==> config.mk <==
export PLATFORM = sky130hd
export DESIGN_NAME = cpu_control_fsm_flat
export DESIGN_NICKNAME = d
export VERILOG_FILES = /design/src/rtl/cpu_control_fsm_pkg.sv /design/src/rtl/cpu_control_fsm_if.sv /design/src/rtl/cpu_control_fsm_opcode_class.sv /design/src/rtl/cpu_control_fsm.sv /design/src/flat_wrapper.sv
export SDC_FILE = /design/constraint.sdc
export NUM_CORES = 1
export LEC_CHECK = 0
export ABC_AREA = 1
export BUFFER_PORTS_ARGS = -buffer_cell sky130_fd_sc_hd__buf_2
export CORE_MARGIN = 8
export CORE_UTILIZATION = 35
export DETAILED_ROUTE_END_ITERATION = 10
export PLACE_DENSITY_LB_ADDON = 0.3
export SETUP_SLACK_MARGIN = 0.05
export SLEW_MARGIN = 15
export SYNTH_ARGS = -nofsm -noshare
export SYNTH_HDL_FRONTEND = slang
export SYNTH_SLANG_ARGS = --single-unit
==> constraint.sdc <==
create_clock -name clk -period 2.09 [get_ports clk]
set_clock_uncertainty 0.2 [all_clocks]
set_input_delay 0.418 -clock clk [delete_from_list [all_inputs] [get_ports clk]]
set_output_delay 0.418 -clock clk [all_outputs]
set_load 0.01 [all_outputs]
==> src/rtl/cpu_control_fsm_pkg.sv <==
// cpu_ctrl_pkg: shared definitions for the CPU control unit.
//   - datapath widths
//   - opcode values (an opcode is also its alu_op code)
//   - FSM state encoding
//   - opcode class struct
//   - instruction field bit positions
package cpu_ctrl_pkg;

  localparam int DATA_W = 8;
  localparam int OPC_W  = 3;
  localparam int IMM_W  = 3;
  localparam int REG_AW = 2;

  localparam logic [OPC_W-1:0] OP_ADD  = 3'b000;
  localparam logic [OPC_W-1:0] OP_ADDI = 3'b100;
  localparam logic [OPC_W-1:0] OP_SW   = 3'b101;
  localparam logic [OPC_W-1:0] OP_LW   = 3'b110;
  localparam logic [OPC_W-1:0] OP_SLL  = 3'b111;
  localparam logic [OPC_W-1:0] OP_HALT = 3'b011;

  // Instruction layout: op=IR[7:5], r1=IR[4:3], r2=IR[2:1], imm=IR[2:0].
  // r2 and imm deliberately overlap.
  localparam int OP_MSB  = 7;
  localparam int OP_LSB  = 5;
  localparam int R1_MSB  = 4;
  localparam int R1_LSB  = 3;
  localparam int R2_MSB  = 2;
  localparam int R2_LSB  = 1;
  localparam int IMM_MSB = 2;
  localparam int IMM_LSB = 0;

  typedef enum logic [2:0] {
    ST_FETCH  = 3'd0,
    ST_DECODE = 3'd1,
    ST_EXEC   = 3'd2,
    ST_MEM    = 3'd3,
    ST_WB     = 3'd4,
    ST_HALT   = 3'd5
  } state_t;

  typedef struct packed {
    logic is_alu;
    logic is_load;
    logic is_store;
    logic is_halt;
    logic is_illegal;
    logic use_imm;
  } op_class_t;

endpackage

==> src/rtl/cpu_control_fsm_if.sv <==
// cpu_ctrl_if: instruction fetch, data-memory handshake and datapath control
// bundle between the control unit (master) and the datapath/memories (slave).
//   instr_in/instr_valid/mem_ready : datapath -> control
//   everything else                : control -> datapath
interface cpu_ctrl_if;
  import cpu_ctrl_pkg::*;

  logic [DATA_W-1:0] instr_in;
  logic              instr_valid;
  logic              mem_ready;
  logic              instr_req;
  logic              pc_write;
  logic [OPC_W-1:0]  alu_op;
  logic              alusrc;
  logic [IMM_W-1:0]  imm_out;
  logic [REG_AW-1:0] read_reg1;
  logic [REG_AW-1:0] read_reg2;
  logic [REG_AW-1:0] write_reg;
  logic              mem_read;
  logic              mem_write;
  logic              mem_to_reg;
  logic              reg_write;
  logic              illegal;
  logic              halted;

  modport master (
    input  instr_in, instr_valid, mem_ready,
    output instr_req, pc_write, alu_op, alusrc, imm_out,
           read_reg1, read_reg2, write_reg,
           mem_read, mem_write, mem_to_reg, reg_write, illegal, halted
  );

  modport slave (
    output instr_in, instr_valid, mem_ready,
    input  instr_req, pc_write, alu_op, alusrc, imm_out,
           read_reg1, read_reg2, write_reg,
           mem_read, mem_write, mem_to_reg, reg_write, illegal, halted
  );

endinterface

==> src/rtl/cpu_control_fsm_opcode_class.sv <==
// cpu_opcode_class: combinational opcode classifier.
//   op  in   opcode field of the instruction register
//   cls out  {is_alu, is_load, is_store, is_halt, is_illegal, use_imm}
module cpu_opcode_class
  import cpu_ctrl_pkg::*;
(
  input  logic [OPC_W-1:0] op,
  output op_class_t        cls
);

  always_comb begin
    cls = '0;
    case (op)
      OP_ADD:  cls.is_alu = 1'b1;
      OP_ADDI: begin cls.is_alu = 1'b1; cls.use_imm = 1'b1; end
      OP_SLL:  begin cls.is_alu = 1'b1; cls.use_imm = 1'b1; end
      OP_LW:   begin cls.is_load = 1'b1; cls.use_imm = 1'b1; end
      OP_SW:   begin cls.is_store = 1'b1; cls.use_imm = 1'b1; end
      OP_HALT: cls.is_halt = 1'b1;
      default: cls.is_illegal = 1'b1;
    endcase
  end

endmodule

==> src/rtl/cpu_control_fsm.sv <==
// cpu_control_fsm: multi-cycle control unit of the 8-bit non-pipelined CPU.
// Fetches an instruction into IR, decodes it and sequences ALU, data memory
// and register-file writeback. HALT parks the core until reset.
//   clk  in  system clock, rising edge
//   rst  in  asynchronous active-high reset; all outputs forced to 0 while high
//   bus  cpu_ctrl_if.master (fetch, memory handshake, datapath controls)
//
// state  | meaning
// FETCH  | request instruction; latch IR and pulse pc_write on instr_valid
// DECODE | classify opcode; illegal pulses here, HALT branches here
// EXEC   | drive alu_op/alusrc/imm_out
// MEM    | LW/SW strobe held until mem_ready
// WB     | one-cycle reg_write, mem_to_reg for LW
// HALT   | halted=1, no fetch; only rst exits
module cpu_control_fsm
  import cpu_ctrl_pkg::*;
(
  input  logic       clk,
  input  logic       rst,
  cpu_ctrl_if.master bus
);

  state_t            state_q, state_d;
  logic [DATA_W-1:0] ir_q;
  logic              halted_q;
  op_class_t         cls;

  logic              instr_req_c, pc_write_c, alusrc_c;
  logic [OPC_W-1:0]  alu_op_c;
  logic [IMM_W-1:0]  imm_c;
  logic              mem_read_c, mem_write_c, mem_to_reg_c, reg_write_c, illegal_c;

  cpu_opcode_class u_opclass (
    .op  (ir_q[OP_MSB:OP_LSB]),
    .cls (cls)
  );

  always_ff @(posedge clk or posedge rst) begin
    if (rst) begin
      state_q  <= ST_FETCH;
      ir_q     <= '0;
      halted_q <= 1'b0;
    end else begin
      state_q <= state_d;
      if (state_q == ST_FETCH && bus.instr_valid) ir_q <= bus.instr_in;
      if (state_q == ST_DECODE && cls.is_halt) halted_q <= 1'b1;
    end
  end

  always_comb begin
    state_d      = state_q;
    instr_req_c  = 1'b0;
    pc_write_c   = 1'b0;
    alu_op_c     = '0;
    alusrc_c     = 1'b0;
    imm_c        = '0;
    mem_read_c   = 1'b0;
    mem_write_c  = 1'b0;
    mem_to_reg_c = 1'b0;
    reg_write_c  = 1'b0;
    illegal_c    = 1'b0;

    // ALU controls stay stable from EXEC through the end of MEM/WB so the
    // combinational ALU result feeding memory address/writeback cannot glitch.
    if (state_q == ST_EXEC || state_q == ST_MEM || state_q == ST_WB) begin
      alu_op_c = ir_q[OP_MSB:OP_LSB];
      alusrc_c = cls.use_imm;
      imm_c    = ir_q[IMM_MSB:IMM_LSB];
    end

    case (state_q)
      ST_FETCH: begin
        instr_req_c = 1'b1;
        if (bus.instr_valid) begin
          pc_write_c = 1'b1;
          state_d    = ST_DECODE;
        end
      end
      ST_DECODE: begin
        if (cls.is_halt) begin
          state_d = ST_HALT;
        end else if (cls.is_illegal) begin
          illegal_c = 1'b1;
          state_d   = ST_FETCH;
        end else begin
          state_d = ST_EXEC;
        end
      end
      ST_EXEC: begin
        state_d = cls.is_alu ? ST_WB : ST_MEM;
      end
      ST_MEM: begin
        mem_read_c  = cls.is_load;
        mem_write_c = cls.is_store;
        if (bus.mem_ready) state_d = cls.is_load ? ST_WB : ST_FETCH;
      end
      ST_WB: begin
        reg_write_c  = 1'b1;
        mem_to_reg_c = cls.is_load;
        state_d      = ST_FETCH;
      end
      ST_HALT: begin
        state_d = ST_HALT;
      end
      default: begin
        state_d = ST_FETCH;
      end
    endcase
  end

  // Outputs are gated by rst so nothing (including the FETCH request) is
  // visible while reset is held.
  assign bus.instr_req  = instr_req_c & ~rst;
  assign bus.pc_write   = pc_write_c & ~rst;
  assign bus.alu_op     = rst ? '0 : alu_op_c;
  assign bus.alusrc     = alusrc_c & ~rst;
  assign bus.imm_out    = rst ? '0 : imm_c;
  assign bus.read_reg1  = rst ? '0 : ir_q[R1_MSB:R1_LSB];
  assign bus.read_reg2  = rst ? '0 : ir_q[R2_MSB:R2_LSB];
  assign bus.write_reg  = rst ? '0 : ir_q[R1_MSB:R1_LSB];
  assign bus.mem_read   = mem_read_c & ~rst;
  assign bus.mem_write  = mem_write_c & ~rst;
  assign bus.mem_to_reg = mem_to_reg_c & ~rst;
  assign bus.reg_write  = reg_write_c & ~rst;
  assign bus.illegal    = illegal_c & ~rst;
  assign bus.halted     = halted_q & ~rst;

endmodule
==> src/flat_wrapper.sv <==
// flat-port wrapper written by rule: the top's interface ports become plain ports
module cpu_control_fsm_flat import cpu_ctrl_pkg::*;
  (clk, rst, bus_instr_in, bus_instr_valid, bus_mem_ready, bus_instr_req, bus_pc_write, bus_alu_op, bus_alusrc, bus_imm_out, bus_read_reg1, bus_read_reg2, bus_write_reg, bus_mem_read, bus_mem_write, bus_mem_to_reg, bus_reg_write, bus_illegal, bus_halted);
  cpu_ctrl_if bus_i ();
  input  logic clk;
  input  logic rst;
  input wire logic [$bits(bus_i.instr_in)-1:0] bus_instr_in;
  input wire logic [$bits(bus_i.instr_valid)-1:0] bus_instr_valid;
  input wire logic [$bits(bus_i.mem_ready)-1:0] bus_mem_ready;
  output wire logic [$bits(bus_i.instr_req)-1:0] bus_instr_req;
  output wire logic [$bits(bus_i.pc_write)-1:0] bus_pc_write;
  output wire logic [$bits(bus_i.alu_op)-1:0] bus_alu_op;
  output wire logic [$bits(bus_i.alusrc)-1:0] bus_alusrc;
  output wire logic [$bits(bus_i.imm_out)-1:0] bus_imm_out;
  output wire logic [$bits(bus_i.read_reg1)-1:0] bus_read_reg1;
  output wire logic [$bits(bus_i.read_reg2)-1:0] bus_read_reg2;
  output wire logic [$bits(bus_i.write_reg)-1:0] bus_write_reg;
  output wire logic [$bits(bus_i.mem_read)-1:0] bus_mem_read;
  output wire logic [$bits(bus_i.mem_write)-1:0] bus_mem_write;
  output wire logic [$bits(bus_i.mem_to_reg)-1:0] bus_mem_to_reg;
  output wire logic [$bits(bus_i.reg_write)-1:0] bus_reg_write;
  output wire logic [$bits(bus_i.illegal)-1:0] bus_illegal;
  output wire logic [$bits(bus_i.halted)-1:0] bus_halted;
  assign bus_i.instr_in = bus_instr_in;
  assign bus_i.instr_valid = bus_instr_valid;
  assign bus_i.mem_ready = bus_mem_ready;
  assign bus_instr_req = bus_i.instr_req;
  assign bus_pc_write = bus_i.pc_write;
  assign bus_alu_op = bus_i.alu_op;
  assign bus_alusrc = bus_i.alusrc;
  assign bus_imm_out = bus_i.imm_out;
  assign bus_read_reg1 = bus_i.read_reg1;
  assign bus_read_reg2 = bus_i.read_reg2;
  assign bus_write_reg = bus_i.write_reg;
  assign bus_mem_read = bus_i.mem_read;
  assign bus_mem_write = bus_i.mem_write;
  assign bus_mem_to_reg = bus_i.mem_to_reg;
  assign bus_reg_write = bus_i.reg_write;
  assign bus_illegal = bus_i.illegal;
  assign bus_halted = bus_i.halted;
  cpu_control_fsm u_core (.clk(clk), .rst(rst), .bus(bus_i));
endmodule
==> impl_metrics.py, run 1 <==
metrics = {
    "outcome": {
        "status": "complete, but fails checks",
        "violations": "setup timing",
    },
    "sta": {
        "finalCriticalPeriod_ns": 2.12,
        "tns_ns": -0.0418,
        "grt_setup_unrepaired": "true",
        "slew_violations": 0,
        "period_share_pct": 101,
        "setup_ws_ns": -0.0277,
        "clock.fmax_ghz": 0.472,
        "worstMarginPinSlew_ns": 0.293,
        "setup_violations": 2,
        "finalHoldViolations": 0,
        "slew_headroom_pct": 80.5,
    },
    "logic_synthesis": {
        "synth_top_area_share_pct": 36.9,
        "synth_edf_count": 0,
        "synthArstFlopShare_pct": 100,
        "synth_area_leader_cell": "dfrtp_1",
        "ys_seq_elements": 12,
        "synth_ff_type": "dfrtp_1",
        "syn_nets": 131,
        "ys_types": 21,
        "synthTopCellsByCount": "nor2_1, nand2_1, inv_1, dfrtp_1, nand3_1",
        "yosysWarnings": 0,
        "syn-instance-count": 115,
        "synth_most_common_cell": "nor2_1",
        "synth_area_leaders": "dfrtp_1, nor2_1, nand2_1",
        "netlist_area_um2": 815,
        "seq_area_frac_synth_pct": 36.9,
        "syn_avg_cell_area_um2": 7.08,
    },
    "floorplan": {
        "start_util_pct": 36.8,
        "die_area_um2": 4130,
        "dieWidth_um": 64.2,
        "core_um2": 2210,
        "io-pin-count": 33,
        "die_height_um": 64.2,
        "rows": 17,
    },
    "route": {
        "routed_wl_um": 2430,
        "wl_per_cell_um": 12.4,
        "firstDrtPassIters": 4,
        "route.vias.total": 903,
        "remaining_drc_errors": 0,
        "postRouteAntennaNets": 0,
        "vias_per_cell": 4.61,
        "drtIter0Drc": 12,
    },
    "cts": {
        "tritoncts": "yes",
        "cts_buffers": 3,
        "htree_levels": 1,
        "clock_path_buffers": 2,
        "cts.sinks": 12,
        "clkTransAtPathRegs_ns": 0.07,
        "cts_hold_buf": 0,
        "root_buffer": "clkbuf_4",
        "clk_latency_ns": 0.26,
    },
    "power": {
        "ir_drop_v": 0.000693,
        "power_density_nw_per_um2": 1530,
        "cellLeakagePower_nw": 0.731,
    },
    "global_routing": {
        "overflow": 0,
        "antenna_found_initial": 0,
        "grtUsageTotal_pct": 10.9,
        "grt_pass1_wl_um": 3730,
        "grt_max_degree": 18,
        "grt_pass1_vias": 901,
    },
    "worst_setup_path": {
        "rr_endpoint": "u_core.state_q[1]$_DFFE_PP0P_",
        "reg2regPathDepth": 12,
        "worstPathRequired_ns": 2.04,
        "crit_type": "flip-flop to flip-flop",
        "endpoint_kind": "flip-flop",
        "critical_path.max_fanout": 3,
        "reg2reg_slack_ns": -0.03,
        "rr_startpoint": "u_core.ir_q[6]$_DFFE_PP0P_",
        "start_kind": "flip-flop",
        "arrival_ns": 2.07,
    },
    "placed_design": {
        "io_buffer_count": 32,
        "dp_hpwl_um": 1620,
        "gp_congestion": 0.869,
    },
    "finish": {
        "drive_gt1_share_pct": 50.6,
        "areaGrowthSynthToFinish_pct": 52.2,
        "fillerInstances": 216,
        "nets": 186,
        "final_util_pct": 56.1,
        "n_antenna_cell": 0,
    },
    "hold_path": {
        "hold_class": "primary input to async pin",
    },
    "run": {
        "max-cap-violations": 0,
    },
}
==> area by class of cell <==
class                           instances  area (um^2)  area share (%)
Timing Repair Buffer                   54          325            26.2
Multi-Input combinational cell         78          472            38.0
Sequential cell                        12          304            24.5
Tap cell                               28         35.0            2.83
Inverter                               21         81.3            6.56
Clock buffer                            3         22.5            1.82
==> power by group <==
part	total, mW	leakage (nW)	internal (mW)	switching [mW]
Combinational	1.31	0.585	0.632	0.674
Sequential	0.462	0.132	0.350	0.112
Clock	0.135	0.0138	0.0665	0.0686
==> stage by stage <==
step | hold slack, ns | cell area (um^2) | power, mW | setup slack (ns) | cells
CTS | 0.137 | 1110 | 1.64 | -0.0185 | 187
detailed placement | 0.240 | 987 | 1.24 | 0.103 | 172
global placement | 0.238 | 987 | 1.22 | 0.200 | 172
floorplan | 0.0993 | 815 | 1.04 | 0.309 | 115
global route | 0.201 | 1240 | 2.06 | -0.139 | 196
finish | 0.175 | 1240 | 1.90 | -0.0277 | 196
==> worst max-delay path: stages, from the launching register on <==
cell and delay [ns]:
dfrtp_1 0.43, inv_2 0.09, ha_4 0.17, o21ai_4 0.13
nand2_2 0.09, buf_4 0.14, buf_4 0.13, buf_4 0.13
buf_4 0.12, buf_4 0.12, buf_4 0.12, nand2_1 0.08
nand3_2 0.06
==> what timing repair did <==
| action | in CTS | in global routing |
|---|---|---|
| cloned | 0 | 0 |
| resized for setup | 9 | 15 |
| pin swaps | 5 | 6 |
| setup endpoints to repair | 9 | 13 |
| setup buffers | 12 | 9 |
==> flip-flops by register name (all words and copies together) (netlist names) <==
signal / flops
u_core.ir_q: 8
u_core.state_q: 3
u_core.halted_q: 1
==> cell usage in the layout (no fill, tap or decap), types with 2 or more instances in the layout <==
master and n:
dfrtp_1 9, nand2_2 4, nand2_1 17, a21oi_2 4
inv_1 17, nor2_2 4, clkbuf_4 3, a21oi_1 4
ha_4 2, buf_4 22, dfrtp_2 3, buf_2 32
nor2_1 27, nand3_1 5, inv_2 3
==> per-layer routing <==
| layer | part of all wire [%] | up-vias | GRT usage (%) |
|---|---|---|---|
| met2 | 47 | 32 | 18.6 |
| met5 | 0 | - | 0 |
| li1 | - | 452 | - |
| met4 | 3.3 | 0 | 4.63 |
| met1 | 44 | 411 | 12.1 |
| met3 | 5.6 | 8 | 3.31 |
==> worst max path at each step <==
| stage | from | endpoint | slack, ns |
|---|---|---|---|
| 6_report | u_core.ir_q[6]$_DFFE_PP0P_ | u_core.state_q[1]$_DFFE_PP0P_ | -0.03 |
| 5_1_grt | u_core.ir_q[6]$_DFFE_PP0P_ | bus_illegal | -0.14 |
| 4_1_cts | u_core.ir_q[5]$_DFFE_PP0P_ | bus_illegal | -0.02 |
| 3_5_place_dp | u_core.ir_q[5]$_DFFE_PP0P_ | bus_illegal | 0.10 |
| 3_3_place_gp | u_core.ir_q[5]$_DFFE_PP0P_ | bus_illegal | 0.20 |
| 2_1_floorplan | u_core.ir_q[5]$_DFFE_PP0P_ | bus_illegal | 0.31 |
==> kinds of logic after synthesis <==
| logic type | share of synthesized area (%) |
|---|---|
| simple gates | 35.3 |
| buf+inv | 13.4 |
| flops | 36.9 |
| compound gates | 8.29 |
| fa+ha+maj | 6.14 |
No activity file was read; power rests on OpenSTA's default activity.
==> run 2: changes to the inputs <==
ABC_AREA = default   (was 1)
==> impl_metrics.py, run 2 <==
metrics = {
    "finish": {
        "drive_gt1_share_pct": 66.4,
        "n_antenna_cell": 0,
        "areaGrowthSynthToFinish_pct": 67.4,
        "fillerInstances": 189,
        "regMostFlops": "u_core.ir_q",
        "nets": 157,
        "final_cell_mix": "buf_2, buf_4, buf_6",
        "reg_top3": "u_core.ir_q: 8 flops, u_core.state_q: 3 flops, u_core.halted_q: 1 flops",
        "final_common_cell": "buf_2",
        "largest_reg_flops": 8,
        "final_util_pct": 62.5,
    },
    "logic_synthesis": {
        "synth_area_leaders": "dfrtp_1, mux2_2, ha_1",
        "syn_nets": 108,
        "synth_top_area_share_pct": 36.0,
        "synthArstFlopShare_pct": 100,
        "syn-instance-count": 92,
        "ys_types": 31,
        "netlist_area_um2": 833,
        "synth_edf_count": 0,
        "seq_area_frac_synth_pct": 36.0,
        "ys_seq_elements": 12,
        "synth_most_common_cell": "dfrtp_1",
        "synthTopCellsByCount": "dfrtp_1, nor2_1, a21oi_1, inv_1, mux2_2",
        "yosysWarnings": 0,
        "syn_avg_cell_area_um2": 9.06,
        "synth_area_leader_cell": "dfrtp_1",
        "synth_ff_type": "dfrtp_1",
    },
    "cts": {
        "clk_latency_ns": 0.28,
        "cts_buffers": 3,
        "clkTransAtPathRegs_ns": 0.09,
        "cts.sinks": 12,
        "htree_levels": 1,
        "cts_hold_buf": 0,
        "tritoncts": "yes",
        "root_buffer": "clkbuf_4",
        "clock_path_buffers": 2,
    },
    "power": {
        "sw_frac_of_total_pct": 42.5,
        "share_comb_of_total_power_pct": 65.9,
        "ir_drop_v": 0.000964,
        "p_clk_share_pct": 9.1,
        "cellLeakagePower_nw": 0.649,
        "internal-power_mw": 1.21,
        "power_frac_seq_pct": 25.0,
        "power_density_nw_per_um2": 1510,
        "switchingPower_mw": 0.895,
        "power_mw": 2.10,
    },
    "sta": {
        "whs_ns": 0.138,
        "slew_violations": 0,
        "setup_ws_ns": -0.128,
        "finalCriticalPeriod_ns": 2.22,
        "setup_violations": 3,
        "clock.fmax_ghz": 0.451,
        "period_share_pct": 106,
        "worstMarginPinSlew_ns": 0.327,
        "tns_ns": -0.313,
        "grt_setup_unrepaired": "true",
        "slew_headroom_pct": 78.1,
        "finalHoldViolations": 0,
    },
    "floorplan": {
        "start_util_pct": 37.3,
        "die_height_um": 64.8,
        "dieWidth_um": 64.8,
        "core_um2": 2230,
        "die_area_um2": 4200,
        "io-pin-count": 33,
        "rows": 17,
    },
    "outcome": {
        "violations": "setup timing",
        "status": "complete, but fails checks",
    },
    "route": {
        "routed_wl_um": 2690,
        "wl_per_cell_um": 16.0,
        "firstDrtPassIters": 4,
        "wl_met2_um": 1290,
        "dr.max_layer_used": "met4",
        "routed-wl-met3_um": 204,
        "met1_length_um": 1090,
        "remaining_drc_errors": 0,
        "route.vias.total": 873,
        "postRouteAntennaNets": 0,
        "vias_per_cell": 5.20,
        "drtIter0Drc": 30,
    },
    "global_routing": {
        "grt_max_degree": 14,
        "grt_pass1_vias": 919,
        "grt_pass1_wl_um": 4100,
        "antenna_found_initial": 0,
        "grtUsageTotal_pct": 12.2,
        "overflow": 0,
    },
    "placed_design": {
        "dp_hpwl_um": 1750,
        "dp_slack_ns": 0.0356,
        "gp_congestion": 0.851,
        "io_buffer_count": 32,
    },
    "worst_setup_path": {
        "crit_type": "flip-flop to output pin",
        "reg2regPathDepth": 5,
        "worstPathRequired_ns": 1.47,
        "arrival_ns": 1.60,
        "critical_path.max_fanout": 3,
        "start_kind": "flip-flop",
        "endpoint_kind": "output pin",
    },
    "run": {
        "max-cap-violations": 0,
    },
    "hold_path": {
        "hold_class": "primary input to async pin",
    },
}
[run 2: per-layer routing]
| layer | up-vias | track usage [%] |
|---|---|---|
| li1 | 412 | - |
| met1 | 407 | 13.0 |
| met2 | 41 | 20.4 |
| met3 | 13 | 4.30 |
| met4 | 0 | 7.36 |
| met5 | - | 0 |
[run 2: cell type report]
| class | count | area, um^2 | share of cell area, % |
|---|---|---|---|
| clock buffers | 4 | 36.3 | 2.60 |
| repair buffers | 51 | 350 | 25.1 |
| inverters | 6 | 25.0 | 1.79 |
| multi-input cells | 67 | 641 | 45.9 |
| well taps | 28 | 35.0 | 2.51 |
| flip-flops and latches | 12 | 308 | 22.1 |
[run 2: worst max-delay path: stages, from the launching register on]
cell and delay [ns]:
dfrtp_2 0.42, inv_2 0.07, ha_4 0.16, or2_4 0.25
o311a_1 0.29, buf_2 0.14
[run 2: stage by stage]
stage          instances  instance area (um^2)
3_3_place_gp         151                  1030
4_1_cts              162                  1220
3_5_place_dp         151                  1030
6_report             168                  1400
5_1_grt              168                  1400
2_1_floorplan         92                   833
[run 2: kinds of logic after synthesis]
kind of cell / share of synthesized area [%]
compound gates: 13.4
fa+ha+maj: 6.01
buf+inv: 8.11
flops: 36.0
mux: 9.31
simple gates: 27.2
[run 2: power by group through the flow]
stage	Sequential, mW	Combinational (mW)	Clock, mW
final	0.527	1.39	0.191
after global routing	0.550	1.50	0.208
after CTS	0.495	1.10	0.197
after detailed placement	0.470	0.877	0
after global placement	0.461	0.865	0
after floorplan	0.407	0.685	0
[run 2: path summary, 6_finish.rpt]
| path | start | to | slack [ns] |
|---|---|---|---|
| hold reg to reg | u_core.halted_q$_DFFE_PP0P_ | u_core.halted_q$_DFFE_PP0P_ | 0.25 |
| setup reg to reg | u_core.state_q[2]$_DFFE_PP0P_ | u_core.ir_q[0]$_DFFE_PP0P_ | 0.08 |
| hold / removal | rst | u_core.state_q[2]$_DFFE_PP0P_ | 0.14 |
| setup / recovery | u_core.ir_q[6]$_DFFE_PP0P_ | bus_alusrc | -0.13 |
| min in group clk | bus_instr_in[6] | u_core.ir_q[6]$_DFFE_PP0P_ | 0.15 |
| max in group asynchronous | rst | u_core.ir_q[5]$_DFFE_PP0P_ | 1.37 |
[run 2: repair_timing]
action	4_1_cts	5_1_grt
cloned	0	0
pin swaps	10	16
setup buffers	7	8
endpoints found under the hold margin	0	0
gates resized for setup	25	29
endpoints found under the setup margin	12	17
